$ cat src/rtl/adpll_cfg_bank.sv
// ADPLL programming bank: pin-driven shadow writes, atomic commit to the
// active set inside the core's safe-update window, readback and sticky error.

module adpll_cfg_sync #(
    parameter int STAGES = 2
) (
    input  logic clk,
    input  logic clr,
    input  logic pin_i,
    output logic rise_o
);

    logic [STAGES-1:0] sync_q;
    logic [STAGES-1:0] sync_d;
    logic              hist_q;
    logic              hist_d;

    always_comb begin
        sync_d = {sync_q[STAGES-2:0], pin_i};
        hist_d = sync_q[STAGES-1];
    end

    always_ff @(posedge clk or posedge clr) begin
        if (clr) begin
            sync_q <= '0;
            hist_q <= 1'b0;
        end else begin
            sync_q <= sync_d;
            hist_q <= hist_d;
        end
    end

    assign rise_o = sync_q[STAGES-1] & ~hist_q;

endmodule

module adpll_cfg_bank #(
    parameter int DW          = 5,
    parameter int NPARAM      = 6,
    parameter int SEL_W       = 3,
    parameter int NDIV_W      = 4,
    parameter int SYNC_STAGES = 2
) (
    input  logic                 clk,
    input  logic                 clr,
    input  logic                 pgm,
    input  logic [SEL_W-1:0]     param_sel,
    input  logic [DW-1:0]        pgm_value,
    input  logic                 commit,
    input  logic                 upd_ok,
    input  logic [SEL_W-1:0]     rd_sel,
    input  logic                 rd_src,
    output logic [DW-1:0]        rd_data,
    output logic [NPARAM*DW-1:0] params,
    output logic                 wr_ack,
    output logic                 pending,
    output logic                 upd_done,
    output logic                 err
);

    localparam logic [SEL_W:0]  NP        = (SEL_W+1)'(NPARAM);
    localparam logic [DW-1:0]   NDIV_MASK = DW'((1 << NDIV_W) - 1);

    typedef enum logic {
        IDLE,
        ARMED
    } state_e;

    state_e                state_q, state_d;
    logic [NPARAM*DW-1:0]  shd_q, shd_d;
    logic [NPARAM*DW-1:0]  act_q, act_d;
    logic [DW-1:0]         rd_q, rd_d;
    logic                  wr_ack_q, wr_ack_d;
    logic                  pend_q, pend_d;
    logic                  done_q, done_d;
    logic                  err_q, err_d;

    logic                  pgm_rise;
    logic                  commit_rise;
    logic                  sel_ok;
    logic [DW-1:0]         wdata;

    adpll_cfg_sync #(
        .STAGES (SYNC_STAGES)
    ) u_pgm_sync (
        .clk    (clk),
        .clr    (clr),
        .pin_i  (pgm),
        .rise_o (pgm_rise)
    );

    adpll_cfg_sync #(
        .STAGES (SYNC_STAGES)
    ) u_commit_sync (
        .clk    (clk),
        .clr    (clr),
        .pin_i  (commit),
        .rise_o (commit_rise)
    );

    // Field 0 (ndiv) only carries NDIV_W meaningful bits.
    assign sel_ok = {1'b0, param_sel} < NP;
    assign wdata  = (param_sel == '0) ? (pgm_value & NDIV_MASK) : pgm_value;

    always_comb begin
        state_d  = state_q;
        shd_d    = shd_q;
        act_d    = act_q;
        wr_ack_d = 1'b0;
        pend_d   = pend_q;
        done_d   = 1'b0;
        err_d    = err_q;
        unique case (state_q)
            IDLE: begin
                if (pgm_rise) begin
                    if (sel_ok) begin
                        for (int i = 0; i < NPARAM; i++) begin
                            if (param_sel == SEL_W'(i)) begin
                                shd_d[i*DW +: DW] = wdata;
                            end
                        end
                        wr_ack_d = 1'b1;
                    end else begin
                        err_d = 1'b1;
                    end
                end
                // upd_ok is ignored here, even when it coincides with commit.
                if (commit_rise) begin
                    state_d = ARMED;
                    pend_d  = 1'b1;
                end
            end
            ARMED: begin
                if (pgm_rise) begin
                    err_d = 1'b1;
                end
                if (upd_ok) begin
                    act_d   = shd_q;
                    done_d  = 1'b1;
                    pend_d  = 1'b0;
                    state_d = IDLE;
                end
            end
            default: begin
                state_d = IDLE;
            end
        endcase
    end

    always_comb begin
        rd_d = '0;
        if ({1'b0, rd_sel} < NP) begin
            for (int i = 0; i < NPARAM; i++) begin
                if (rd_sel == SEL_W'(i)) begin
                    rd_d = rd_src ? shd_q[i*DW +: DW] : act_q[i*DW +: DW];
                end
            end
        end
    end

    always_ff @(posedge clk or posedge clr) begin
        if (clr) begin
            state_q  <= IDLE;
            shd_q    <= '0;
            act_q    <= '0;
            rd_q     <= '0;
            wr_ack_q <= 1'b0;
            pend_q   <= 1'b0;
            done_q   <= 1'b0;
            err_q    <= 1'b0;
        end else begin
            state_q  <= state_d;
            shd_q    <= shd_d;
            act_q    <= act_d;
            rd_q     <= rd_d;
            wr_ack_q <= wr_ack_d;
            pend_q   <= pend_d;
            done_q   <= done_d;
            err_q    <= err_d;
        end
    end

    assign rd_data  = rd_q;
    assign params   = act_q;
    assign wr_ack   = wr_ack_q;
    assign pending  = pend_q;
    assign upd_done = done_q;
    assign err      = err_q;

endmodule
$ cat config.mk
export PLATFORM = sky130hd
export DESIGN_NAME = adpll_cfg_bank
export DESIGN_NICKNAME = d
export VERILOG_FILES = /design/src/rtl/adpll_cfg_bank.sv
export SDC_FILE = /design/constraint.sdc
export NUM_CORES = 1
export LEC_CHECK = 0
export CAP_MARGIN = 30
export CORE_MARGIN = 5
export CORE_UTILIZATION = 48
export CTS_CLUSTER_DIAMETER = 30
export CTS_CLUSTER_SIZE = 30
export DETAILED_ROUTE_END_ITERATION = 8
export PLACE_DENSITY = 0.76
export SLEW_MARGIN = 10
export SYNTH_ARGS = -nofsm -noshare
export SYNTH_HDL_FRONTEND = slang
export SYNTH_SLANG_ARGS = --single-unit
$ cat constraint.sdc
create_clock -name clk -period 2.2 [get_ports clk]
set_input_delay 0.44 -clock clk [delete_from_list [all_inputs] [get_ports clk]]
set_output_delay 0.44 -clock clk [all_outputs]
set_load 0.1 [all_outputs]
==> key figures <==
Timing
  • Final period utilization: 0.7787
  • Final Hold Viols: 0
  • Setup TNS: 0 ps
  • Slew Viols, Final: 0
  • Relative slew slack: 0.7241
  • Fmax: around 0.58 GHz
  • Period minus WS final: about 1700 ps
  • Worst-margin pin slew: around 400 ps
  • Clock Skew: 10.78 ps
  • RSZ-0062 raised after global routing: no
  • Final setup viols: 0

Drt
  • First DRT Iteration DRCs: between 100 and 150
  • DR WL/cell: 17.15 um
  • Vias post-DR: 2199
  • Vias per cell: around 5.3
  • ANT nets after route: 0
  • # DRC: 0
  • Drt first pass iters: 4
  • Routed WL: 7.133 mm

GRT
  • First-pass GRT wire length: 11.75 mm
  • Aggregate global routing overflow: 0
  • Initial antenna violation count: 0
  • Largest net degree at the start of global routing: 67
  • Vias in the first global route: approximately 2300
  • GRT Overall Usage: 0.1781

Clock network
  • Clock root buffer: clkbuf_8
  • Clk buf depth: 2
  • Hold Buf Count CTS: 0
  • Maximum level of the CTS H-tree: 3
  • Sink Count: 76
  • Post-CTS setup buffers: 0
  • CTS tree: done
  • # resized after CTS: 0
  • Clock latency at the later pin of the worst-skew pair: 340 ps
  • Total CTS buffers: 9
  • Reg clk slew, reported paths: 70 ps

Min path
  • Worst Hold Class: reg2reg
  • Hold Path End: u_commit_sync.sync_q[1]
  • Hold Crit Start: u_commit_sync.sync_q[0]
  • Hold Path Stages: 0

Critical path
  • Startpoint Class: input port
  • RR Endpoint: shd_q[15]
  • Crit path cell chain: clkdlybuf4s50_1 -> nor2_1 -> nand4b_1 -> mux2_2
  • Cells on worst reg2reg path: 4
  • CP Data Required Time: 2420 ps
  • Register-to-register setup slack: 590 ps
  • Critical path class: in2reg
  • Crit Path Max Fanout: 8
  • Crit end category: flop
  • Origin of the critical flop-to-flop path: state_q
  • Worst endpoint data arrival time: just under 2000 ps
  • Slowest-stage cell, CP: clkdlybuf4s50_1
  • CP peak stage delay: 530 ps

Synth
  • Mapped Area: roughly 0.0034 mm2
  • Compound-Gate Fraction of Synth Area: 0.06701
  • Area share of fa/ha/maj cells after synthesis: 0
  • Mapped Nets: about 270
  • Synth top area share: 0.5659
  • Register bit count reported by yosys: 76
  • Post-Syn Instances: 251
  • Post-Synth Simple-Gate Area: 0.06404
  • Seq/Total Area, Yosys: 0.5659
  • Mux contribution to synthesized area: 0.2770
  • Number of library cell types mapped by synthesis: 35
  • Ranking of synthesized cells by area: dfrtp_1, mux2_2, mux2i_1
  • Post-Synth XOR/XNOR Area: 0
  • Dominant cell type by area after synthesis: dfrtp_1
  • Largest family of logic cells by synthesized area: multiplexers
  • Synth warnings: 0
  • Post-Syn Area per Cell: around 13 um2

Final layout
  • Share of layout cells above drive strength 1: 0.4219
  • N_diodes: 0
  • Fillers: 550
  • Final Instance Area: 0.004222 mm2
  • Area growth syn-to-layout: 25.61%
  • Final #Nets: around 330

Floorplan
  • Initial Utilization: 0.4947
  • Site Rows: 30
  • Die Y: 93.68 um
  • Num ports: 56
  • Die W: 93.68 um
  • DIE AREA: ~0.0088 mm2
  • Core area: between 0.006 and 0.007 mm2

Placement
  • RePlAce Congestion: approximately 0.85
  • Dpl cell area: 0.003953 mm2
  • DP HPWL: 5.033 mm
  • PortBufs: 55

Pwr
  • Pwr Density: 1552 mW/mm2
  • Worst VDD drop: 871.6 uV
  • Leak: 1.962 nW
  • Tot Pwr: 6.553 mW

Run status
  • Outcome: finished, final reports clean

Job
  • Max Cap Viol: 0
critical path, delay by kind of cell:
kind,cells,cell delay (ps)
and+or+nand+nor,2,560
muxes,1,400
buffers and inverters,1,530
registers in the layout (all words and copies together), names as in the netlist:
| name | cells |
|---|---|
| err | 1 |
| params | 30 |
| pending | 1 |
| rd_data | 5 |
| shd_q | 30 |
| state_q | 1 |
| u_commit_sync.hist_q | 1 |
| u_commit_sync.sync_q | 2 |
| u_pgm_sync.hist_q | 1 |
| u_pgm_sync.sync_q | 2 |
| upd_done | 1 |
| wr_ack | 1 |
cells in the final DEF (no fill, tap or decap), drive strengths merged:
master and n:
nor2b 5, o21a 1, and2 1, nor3 2
bufinv 3, a211oi 5, dfrtp 76, nand2b 2
or3b 1, or3 1, o31a 1, inv 2
clkbuf 13, clkinvlp 1, nor3b 1, and4bb 1
a21oi 10, clkinv 1, or2 1, and3 1
clkdlybuf4s50 15, o22ai 5, buf 49, nand3b 3
mux2 64, mux2i 21, nor2 13, o21ai 15
a21o 1, nand2 3, nand4b 1, o21bai 1
Yosys cell counts:
master / instances
nand2b_4: 1
and4bb_2: 1
dfrtp_1: 76
buf_2: 2
nand2_1: 3
clkbuf_8: 1
nand2b_1: 1
a21o_1: 1
or3b_4: 1
a211oi_1: 5
nand3b_1: 3
nor2_1: 13
mux2_2: 64
o31a_1: 1
and3_1: 1
nor2b_1: 5
clkinv_1: 1
inv_1: 3
and2_1: 1
mux2i_1: 21
buf_6: 1
clkbuf_1: 3
buf_1: 1
o21ai_0: 15
or3_2: 1
o22ai_1: 5
o21bai_1: 1
nor3_2: 1
nor3b_1: 1
a21oi_1: 10
o21a_1: 1
buf_4: 3
nor3_1: 1
nand4b_1: 1
or2_0: 1
report_power, final:
part           switching (mW)  total [mW]  internal (mW)
logic                    2.32        3.09          0.775
registers               0.295        2.09           1.80
clock network           0.489        1.37          0.878
total                    3.10        6.55           3.45
per-layer routing:
metal	GRT usage	part of all wire	up-vias
li1	-	-	1034
met1	0.2428	0.46	1092
met2	0.2644	0.45	66
met3	0.06490	0.073	7
met4	0.05897	0.013	0
met5	0	0	-
cell type report:
cell class / instances / area, um2 / share of cell area
clock inverter: 3 / 90.09 / 0.02134
inverter: 4 / 18.77 / 0.004446
timing repair buffer: 64 / 540.5 / 0.1280
tap: 96 / 120.1 / 0.02845
clock buffer: 13 / 178.9 / 0.04238
sequential: 76 / 1902 / 0.4505
multi-input combinational: 160 / 1371 / 0.3248
per-stage QoR:
stage                     std cells    util  hold WS [ps]  setup slack (ps)
after global routing            416  0.6214         372.6             438.6
after floorplan                 251       -         331.2             498.4
after CTS                       416  0.6214         359.9             537.6
after global placement          400  0.5818         335.3             221.5
after detailed placement        400  0.5818         342.0             167.5
final                           416  0.6214         355.6             486.8
how the worst max path moves through the flow:
stage | startpoint | end | slack, ps | cells past startpoint
after floorplan | params[3] | rd_data[3] | 500 | 5
after global placement | rd_sel[2] | rd_data[3] | 220 | 6
after detailed placement | param_sel[1] | shd_q[29] | 170 | 4
after CTS | param_sel[1] | shd_q[25] | 540 | 4
after global routing | param_sel[1] | shd_q[26] | 440 | 4
final | param_sel[1] | shd_q[29] | 490 | 4
cells by family after synthesis:
kind of cell           Yosys count
DFF                             76
muxes                           85
and+or+nand+nor                 36
buffers and inverters           15
AOI/OAI and AO/OA               39
Power figures use the tool's default switching activity.
